===== src/rtl/div_seq_ctrl.sv =====
// Sequential DIV/DIVU controller: restoring division sharing one fa32 add/sub.
// Optional macro DIV_ZERO_DIVIDEND_EARLY_EN: a zero dividend skips straight from PREP_A to DONE.

module fa32 (
   input  logic [31:0] a,
   input  logic [31:0] b,
   input  logic        cin,
   input  logic        sub,
   output logic [31:0] sum,
   output logic        cout
);
   always_comb begin : ripple
      logic c;
      logic bi;
      c   = cin ^ sub;
      bi  = 1'b0;
      sum = '0;
      for (int i = 0; i < 32; i++) begin
         bi     = b[i] ^ sub;
         sum[i] = a[i] ^ bi ^ c;
         c      = (a[i] & bi) | (c & (a[i] ^ bi));
      end
      cout = c;
   end
endmodule

module div_seq_ctrl #(
   parameter int DATA_W    = 32,   // fixed by the fa32 width
   parameter bit DONE_HOLD = 1'b0
) (
   input  logic              clk,
   input  logic              resetn,
   input  logic              start_i,
   input  logic              signed_i,
   input  logic [DATA_W-1:0] dividend_i,
   input  logic [DATA_W-1:0] divisor_i,
   input  logic              cancel_i,
   output logic              busy_o,
   output logic              done_o,
   output logic [DATA_W-1:0] quotient_o,
   output logic [DATA_W-1:0] remainder_o
);
   typedef enum logic [2:0] {IDLE, PREP_A, PREP_B, CALC, FIX_Q, FIX_R, DONE} state_t;

   state_t      state_q, state_d;
   logic [31:0] q_r, r_r, d_r;
   logic        sgn_r, qneg_r, rneg_r;
   logic [4:0]  cnt_r;
   logic [31:0] fa_a, fa_b, fa_sum, cand;
   logic        fa_cout, success, accept, load_out;
   logic [31:0] out_q_nx, out_r_nx;

   fa32 u_fa (
      .a    (fa_a),
      .b    (fa_b),
      .cin  (1'b0),
      .sub  (1'b1),
      .sum  (fa_sum),
      .cout (fa_cout)
   );

   assign busy_o  = (state_q != IDLE) && (state_q != DONE);
   assign done_o  = (state_q == DONE);
   assign accept  = !busy_o && start_i && !cancel_i;
   assign cand    = {r_r[30:0], q_r[31]};
   // R[31] set means the shifted candidate exceeds 32 bits, so it always beats D.
   assign success = r_r[31] | fa_cout;

   always_comb begin
      fa_a = '0;
      fa_b = q_r;
      case (state_q)
         PREP_B:  fa_b = d_r;
         CALC: begin
            fa_a = cand;
            fa_b = d_r;
         end
         FIX_R:   fa_b = r_r;
         default: fa_b = q_r;
      endcase
   end

   always_comb begin
      state_d  = state_q;
      load_out = 1'b0;
      out_q_nx = q_r;
      out_r_nx = rneg_r ? fa_sum : r_r;
      case (state_q)
         IDLE:   if (accept) state_d = PREP_A;
         PREP_A: begin
            state_d = PREP_B;
`ifdef DIV_ZERO_DIVIDEND_EARLY_EN
            if (q_r == '0) begin
               state_d  = DONE;
               load_out = 1'b1;
               out_q_nx = '0;
               out_r_nx = '0;
            end
`endif
         end
         PREP_B: state_d = CALC;
         CALC:   if (cnt_r == 5'd31) state_d = FIX_Q;
         FIX_Q:  state_d = FIX_R;
         FIX_R: begin
            state_d  = DONE;
            load_out = 1'b1;
         end
         DONE: begin
            if (accept)          state_d = PREP_A;
            else if (cancel_i)   state_d = IDLE;
            else if (!DONE_HOLD) state_d = IDLE;
         end
         default: state_d = IDLE;
      endcase
      if (busy_o && cancel_i) begin
         state_d  = IDLE;
         load_out = 1'b0;
      end
   end

   always_ff @(posedge clk or negedge resetn) begin
      if (!resetn) begin
         state_q     <= IDLE;
         sgn_r       <= 1'b0;
         qneg_r      <= 1'b0;
         rneg_r      <= 1'b0;
         cnt_r       <= '0;
         quotient_o  <= '0;
         remainder_o <= '0;
      end else begin
         state_q <= state_d;
         if (accept) begin
            sgn_r  <= signed_i;
            qneg_r <= signed_i & (dividend_i[31] ^ divisor_i[31]);
            rneg_r <= signed_i & dividend_i[31];
            cnt_r  <= '0;
         end else if (state_q == CALC) begin
            cnt_r <= cnt_r + 5'd1;
         end
         if (load_out) begin
            quotient_o  <= out_q_nx;
            remainder_o <= out_r_nx;
         end
      end
   end

   // Datapath registers carry no reset; every operation reloads them on accept.
   always_ff @(posedge clk) begin
      if (accept) begin
         q_r <= dividend_i;
         d_r <= divisor_i;
         r_r <= '0;
      end else begin
         case (state_q)
            PREP_A: if (sgn_r & q_r[31]) q_r <= fa_sum;
            PREP_B: if (sgn_r & d_r[31]) d_r <= fa_sum;
            CALC: begin
               r_r <= success ? fa_sum : cand;
               q_r <= {q_r[30:0], success};
            end
            FIX_Q:  if (qneg_r) q_r <= fa_sum;
            FIX_R:  if (rneg_r) r_r <= fa_sum;
            default: ;
         endcase
      end
   end
endmodule


===== config.mk =====
export PLATFORM = sky130hd
export DESIGN_NAME = div_seq_ctrl
export DESIGN_NICKNAME = d
export VERILOG_FILES = /design/src/rtl/div_seq_ctrl.sv
export SDC_FILE = /design/constraint.sdc
export NUM_CORES = 1
export LEC_CHECK = 0
export BUFFER_PORTS_ARGS = -buffer_cell sky130_fd_sc_hd__buf_2
export CAP_MARGIN = 15
export CORE_MARGIN = 2
export CORE_UTILIZATION = 63
export CTS_CLUSTER_SIZE = 10
export DETAILED_ROUTE_END_ITERATION = 12
export GPL_ROUTABILITY_DRIVEN = 0
export PLACE_DENSITY = 0.87
export SKIP_CTS_REPAIR_TIMING = 1
export SLEW_MARGIN = 20
export SYNTH_ARGS = -nofsm -noshare
export SYNTH_HDL_FRONTEND = slang
export SYNTH_SLANG_ARGS = --single-unit

===== constraint.sdc =====
create_clock -name clk -period 24.5 [get_ports clk]
set_input_delay 2.45 -clock clk [delete_from_list [all_inputs] [get_ports clk]]
set_output_delay 2.45 -clock clk [all_outputs]
set_load 0.02 [all_outputs]

# Yosys cells after proc, flatten, opt, wreduce, memory -nomap -nowiden

Cells that the tools add are included.

Flip-flop bits (word level): 171
Latch bits: 0
Bits in writable memories: 0
ROM bits: 0
Memories: 0

Add/subtract/negate cells: 1
Multiply operators: 0
Divide/modulo/power cells: 0
Magnitude comparators: 0
Equal/unequal tests: 12
Shifts and indexed selects: 0
Mux-type cells: 21
Bitwise gates (word level): 197
Reductions and logical operators: 17

Operators with widths:

| operator            | number |
|---|---|
| $mux 32             | 9 |
| $pmux 32 s2         | 2 |
| $pmux 32 s3         | 1 |
| $and 1x1->1         | 67 |
| $xor 1x1->1         | 64 |
| $not 1->1           | 33 |
| $or 1x1->1          | 33 |
| $pmux 3 s7          | 1 |
| $ne 3x3->1 const B  | 5 |
| $mux 5              | 2 |
| $eq 3x3->1 const B  | 3 |
| $mux 3              | 3 |
| $reduce_bool 2->1   | 4 |
| $eq 3x2->1 const B  | 2 |
| $add 5x1->5 const B | 1 |
| $eq 5x5->1 const B  | 1 |
| $logic_and 1x1->1   | 4 |
| $reduce_and 2->1    | 2 |
| $reduce_bool 4->1   | 1 |
| $eq 3x1->1 const B  | 1 |
| $logic_not 3->1     | 1 |
| $mux 1              | 3 |
| $reduce_and 3->1    | 1 |
| $reduce_bool 3->1   | 1 |
| 2 further kinds     | 3 |

# Logic depth before layout (Yosys ltp)

Depth in word-level cells: 71
Mapped depth: 46
Depth with buffers taken out: 41

# Cells and area by module

A second synthesis with hierarchy kept.

Cell total of the unflattened synthesis: 1095
Area total of the unflattened synthesis: 11260.8 µm²

Modules (own cells, without submodules):

| module       | times used | cells an instance | area each (µm²) | sequential area each (µm²) |
|---|---|---|---|---|
| div_seq_ctrl | 1          | 963               | 10038.4         | 4439.3 |
| fa32         | 1          | 132               | 1222.4          | 0.0 |

# Worst setup path after synthesis

No wires, ideal clock.

Path type: flip-flop to flip-flop
Start: register state_q[1]
End: register r_r[10]
Setup time: 70 ps
Data arrival time: 15772 ps
Required time: 24430 ps
Setup slack: 8658 ps
Stages on the path, launching flop included: 46
Buffers on the path: 5
Path through: dfrtp_1 clkbuf_1 clkbuf_1 buf_1 a211oi_1 a21oi_1 ha_1 fa_1 fa_1 inv_1 fa_1 fa_1 fa_1 fa_1 fa_1 fa_1 fa_1 fa_1 [... 10 more ...] fa_1 fa_1 fa_1 fa_1 fa_1 fa_1 fa_1 fa_1 fa_1 fa_1 inv_1 fa_1 nand2b_1 buf_2 buf_2 mux2i_1 o22a_1 a21oi_1

Cells in the longest elaborated chain, start to end: 71
Elaborated cells on any way between the ends: 177
Those cells by class: 4 x eq/ne; 5 x mux; 161 x bitwise; 7 x reduce/logical

Ends and longest elaborated chain:

| element                                    | RTL line | text |
|---|---|---|
| start, declared                            | 45       | `state_t state_q, state_d;` |
| start signal, assigned                     | 131      | `state_q <= state_d;` |
| $eq 3x2->1, on equally long branches       | 72, 154  |  |
| $reduce_or 2->1 (no source line)           | -        |  |
| $pmux 32 s2                                | 72       | `case (state_q)` |
| $not 1->1 (no source line)                 | -        |  |
| $and 1x1->1 or $xor 1x1->1 (tied branches) | 21       | `c = (a[i] & bi) \| (c & (a[i] ^ bi));` |
| $or 1x1->1                                 | 21       |  |
| $and 1x1->1                                | 21       |  |
| $or 1x1->1                                 | 21       |  |
| [... 55 more ...]                          | -        |  |
| $or 1x1->1                                 | 21       |  |
| $and 1x1->1                                | 21       |  |
| $or 1x1->1                                 | 21       |  |
| $and 1x1->1                                | 21       |  |
| $or 1x1->1                                 | 21       |  |
| $or 1x1->1                                 | 67       | `assign success = r_r[31] \| fa_cout;` |
| $mux 32                                    | 158      | `r_r <= success ? fa_sum : cand;` |
| $pmux 32 s2                                | 154      | `case (state_q)` |
| end signal, assigned                       | 158      |  |
| end signal, assigned                       | 162      | `FIX_R: if (rneg_r) r_r <= fa_sum;` |
| end, declared                              | 46       | `logic [31:0] q_r, r_r, d_r;` |

Parallel ways exist; a longest one is shown, timed or not.
A chain may end at the register's enable or synchronous reset.

# Worst setup path after layout

Start: register state_q[1]
End: register r_r[30]

The elaborated chain is that of the path after synthesis.

==> results_dict.tcl <==
set metrics [dict create \
    syn_avg_cell_area_um2 9.82 \
    yosys.area_share.simple 0.149 \
    max-cap-violations 0 \
    initial_core_util 0.641 \
    rows 46 \
    postRouteAntennaNets 0 \
    synthDistinctLibCells 39 \
    final_cell_area_mm2 0.0114 \
    power_density_mw_per_mm2 79.8 \
    grt_max_degree 85 \
    synth_fp_nets 1132 \
    hpwlAfterDp_um 14900 \
    status "finished clean" \
    r2r-end "r_r[30]$_SDFFE_PP0P_" \
    cts_inserted_buffers 17 \
    ys_warn_count 0 \
    vias_per_cell 5.96 \
    tightest_slew_ns 1.11 \
    grt_pass1_vias 7727 \
    hold_path_class "reg2reg" \
    syn_inst 1029 \
    fin_nets 1215 \
    crit_path_top_delay_cell "dfrtp_2" \
    fin_setup_tns_ns 0 \
    relSlewSlack 0.259 \
    pwr-share-seq 0.432 \
    finalSetupViolations 0 \
    antenna_found_initial 0 \
    clockBufferDepth 2 \
    hold_violations 0 \
    syn2layout_area_growth_pct 12.7 \
    critPathLaunchType "flop" \
    final_cell_mix "219 x nand2_1, 133 x buf_2, 115 x mux2i_1" \
    layout_commonest_cell "nand2_1" \
    drive_gt1_frac 0.212 \
    synth_seq_cells 171 \
    placed_area_mm2 0.0108 \
    clkSlewWorstSetupHoldPaths_ns 0.06 \
    cts_sinks 171 \
    synth_top_family_by_area "multiplexers" \
    fmax_ghz 0.0594 \
    end_kind "flop" \
    swShare 0.319 \
    ir_drop_mv 0.0554 \
    drt_iter0_drc 690 \
    intPower_uw 619 \
    critPathKind "reg2reg" \
    core_mm2 0.0158 \
    fin_worst_skew_ns 0.00815 \
    grt_first_pass_wirelength_um 38600 \
    drc_errors 0 \
    die_h_um 131 \
    dieArea_mm2 0.0171 \
    overflow 0 \
    fin_hold_ws_ns 0.469 \
    cpMostUsedCell "fa_1" \
    htree_levels 4 \
    muxShareOfSynthArea 0.178 \
    critical_path.endpoint "r_r[30]$_SDFFE_PP0P_" \
    startpoint "state_q[1]$_DFFE_PN0P_" \
    cts-root-buf "clkbuf_16" \
    synth_xor_area_frac 0.00347 \
    yosysSeqAreaShare 0.439 \
    io_buffers 134 \
    post_drt_wl_per_cell_um 17.7 \
    fin_crit_ns 16.84 \
    r2r_start "state_q[1]$_DFFE_PN0P_" \
    arrival_ns 17.13 \
    worst-r2r-setup-slack_ns 7.66 \
    rsz0062_at_grt "false" \
    fp.dieW_um 131 \
    num_io_pins 135 \
    cts_tree "yes" \
    p_switching_uw 290 \
    vias 7993 \
    worstSkewPairLatency_ns 0.44 \
    worst_path_largest_cell_delay_ns 0.62 \
    p_leak_nw 5.34 \
    power_frac_comb 0.279 \
    r2r_cells 41 \
    finalMaxSlewViolations 0 \
    wirelength_um 23800 \
    finalCritPeriodShare 0.687 \
    globalRouteTotalUtil 0.288 \
    synth-compound-area-share 0.128 \
    synthAdderAreaFrac 0.0651 \
    crit_required_ns 24.80 \
    p_clk_frac 0.289 \
    crit_fanout 51 \
    synth_area_mm2 0.0101 \
    dr.pass1.iters 5 \
    n_antenna_cell 0 \
]
## final cells by class
type                       count  area, um^2
sequential                   171        4450
clock buffer                  24         462
clock inverter                 8        95.1
tap                          216         270
fill                        1187        4380
multi-input combinational    769        5320
inverter                       5        18.8
timing repair buffer         148         782
## synth_stat cells, drive strengths merged
cell type | instances | area share
inv | 5 | 0.0019
a21oi | 65 | 0.032
xnor2 | 1 | 0.00087
o211ai | 4 | 0.0030
mux2 | 58 | 0.065
nor2 | 35 | 0.013
nor3b | 1 | 0.00074
fa | 31 | 0.061
nand4 | 1 | 0.00062
a211oi | 6 | 0.0045
a21o | 7 | 0.0052
o21ai | 75 | 0.037
nor2b | 34 | 0.021
mux2i | 115 | 0.11
and2 | 29 | 0.018
edfxtp | 64 | 0.19
o22a | 27 | 0.023
a22oi | 1 | 0.00074
nand3 | 4 | 0.0020
and3b | 2 | 0.0017
and3 | 1 | 0.00062
a31oi | 32 | 0.020
dfxtp | 32 | 0.063
clkbuf | 48 | 0.018
or3 | 1 | 0.00062
o21bai | 2 | 0.0015
ha | 3 | 0.0037
buf | 36 | 0.017
a211o | 1 | 0.00087
nand2 | 219 | 0.081
nand3b | 6 | 0.0045
nor4 | 2 | 0.0027
xor2 | 3 | 0.0026
nand2b | 3 | 0.0019
dfrtp | 75 | 0.19
## kinds of logic after synthesis
| logic type | after synthesis |
|---|---|
| flops | 171 |
| mux | 173 |
| buf+inv | 89 |
| simple gates | 338 |
| compound gates | 220 |
| fa+ha+maj | 34 |
| xor+xnor | 4 |
## metal layers
metal / up-vias / wire length [um] / global-route usage / part of all wire
li1: 3773 / - / - / -
met1: 3939 / 10600 / 0.398 / 0.45
met2: 250 / 11500 / 0.463 / 0.48
met3: 31 / 1230 / 0.0485 / 0.052
met4: 0 / 460 / 0.106 / 0.019
met5: - / 0 / 0 / 0
## power groups by stage
stage / Clock (mW) / Combinational, mW / Sequential (mW)
5_1_grt: 0.276 / 0.282 / 0.398
4_1_cts: 0.264 / 0.253 / 0.390
6_report: 0.263 / 0.254 / 0.392
2_1_floorplan: 0 / 0.199 / 0.379
3_5_place_dp: 0 / 0.250 / 0.396
3_3_place_gp: 0 / 0.240 / 0.393
## state kept, by name (all words and copies together) (netlist names)
signal and count:
sgn_r 1, rneg_r 1, remainder_o 32, r_r 32, state_q 3, d_r 32, qneg_r 1, out_q_nx 32
cnt_r 5, quotient_o 32
## worst min path at each step
stage                                     startpoint                         end  slack [ns]  depth (start not counted)
after floorplan                 r_r[29]$_SDFFE_PP0P_        r_r[29]$_SDFFE_PP0P_        0.47                          2
after global placement     quotient_o[5]$_DFFE_PN0P_   quotient_o[5]$_DFFE_PN0P_        0.45                          2
after detailed placement   quotient_o[8]$_DFFE_PN0P_   quotient_o[8]$_DFFE_PN0P_        0.46                          2
after CTS                  quotient_o[8]$_DFFE_PN0P_   quotient_o[8]$_DFFE_PN0P_        0.47                          2
after global routing      quotient_o[31]$_DFFE_PN0P_  quotient_o[31]$_DFFE_PN0P_        0.50                          2
final                     quotient_o[10]$_DFFE_PN0P_  quotient_o[10]$_DFFE_PN0P_        0.47                          2
## worst max-delay path: cells and delay by family, from the launching register on
kind,cells,cell delay [ns]
buffers and inverters,3,0.61
AND/OR/NAND/NOR,3,0.98
multiplexers,1,0.42
flip-flops,1,0.62
AO/OA/AOI/OAI,2,0.22
adder cells (fa/ha/maj),32,13.81
## through the flow
step,setup WS [ns],std cells,total power [mW],utilization
after detailed placement,7.44,1309,0.646,0.687
after floorplan,8.66,1029,0.578,-
after global routing,6.97,1341,0.955,0.723
after global placement,7.66,1308,0.633,0.686
final,7.66,1341,0.909,0.723
after CTS,7.33,1341,0.907,0.722
Note: power is estimated with default switching activity, not from simulation.
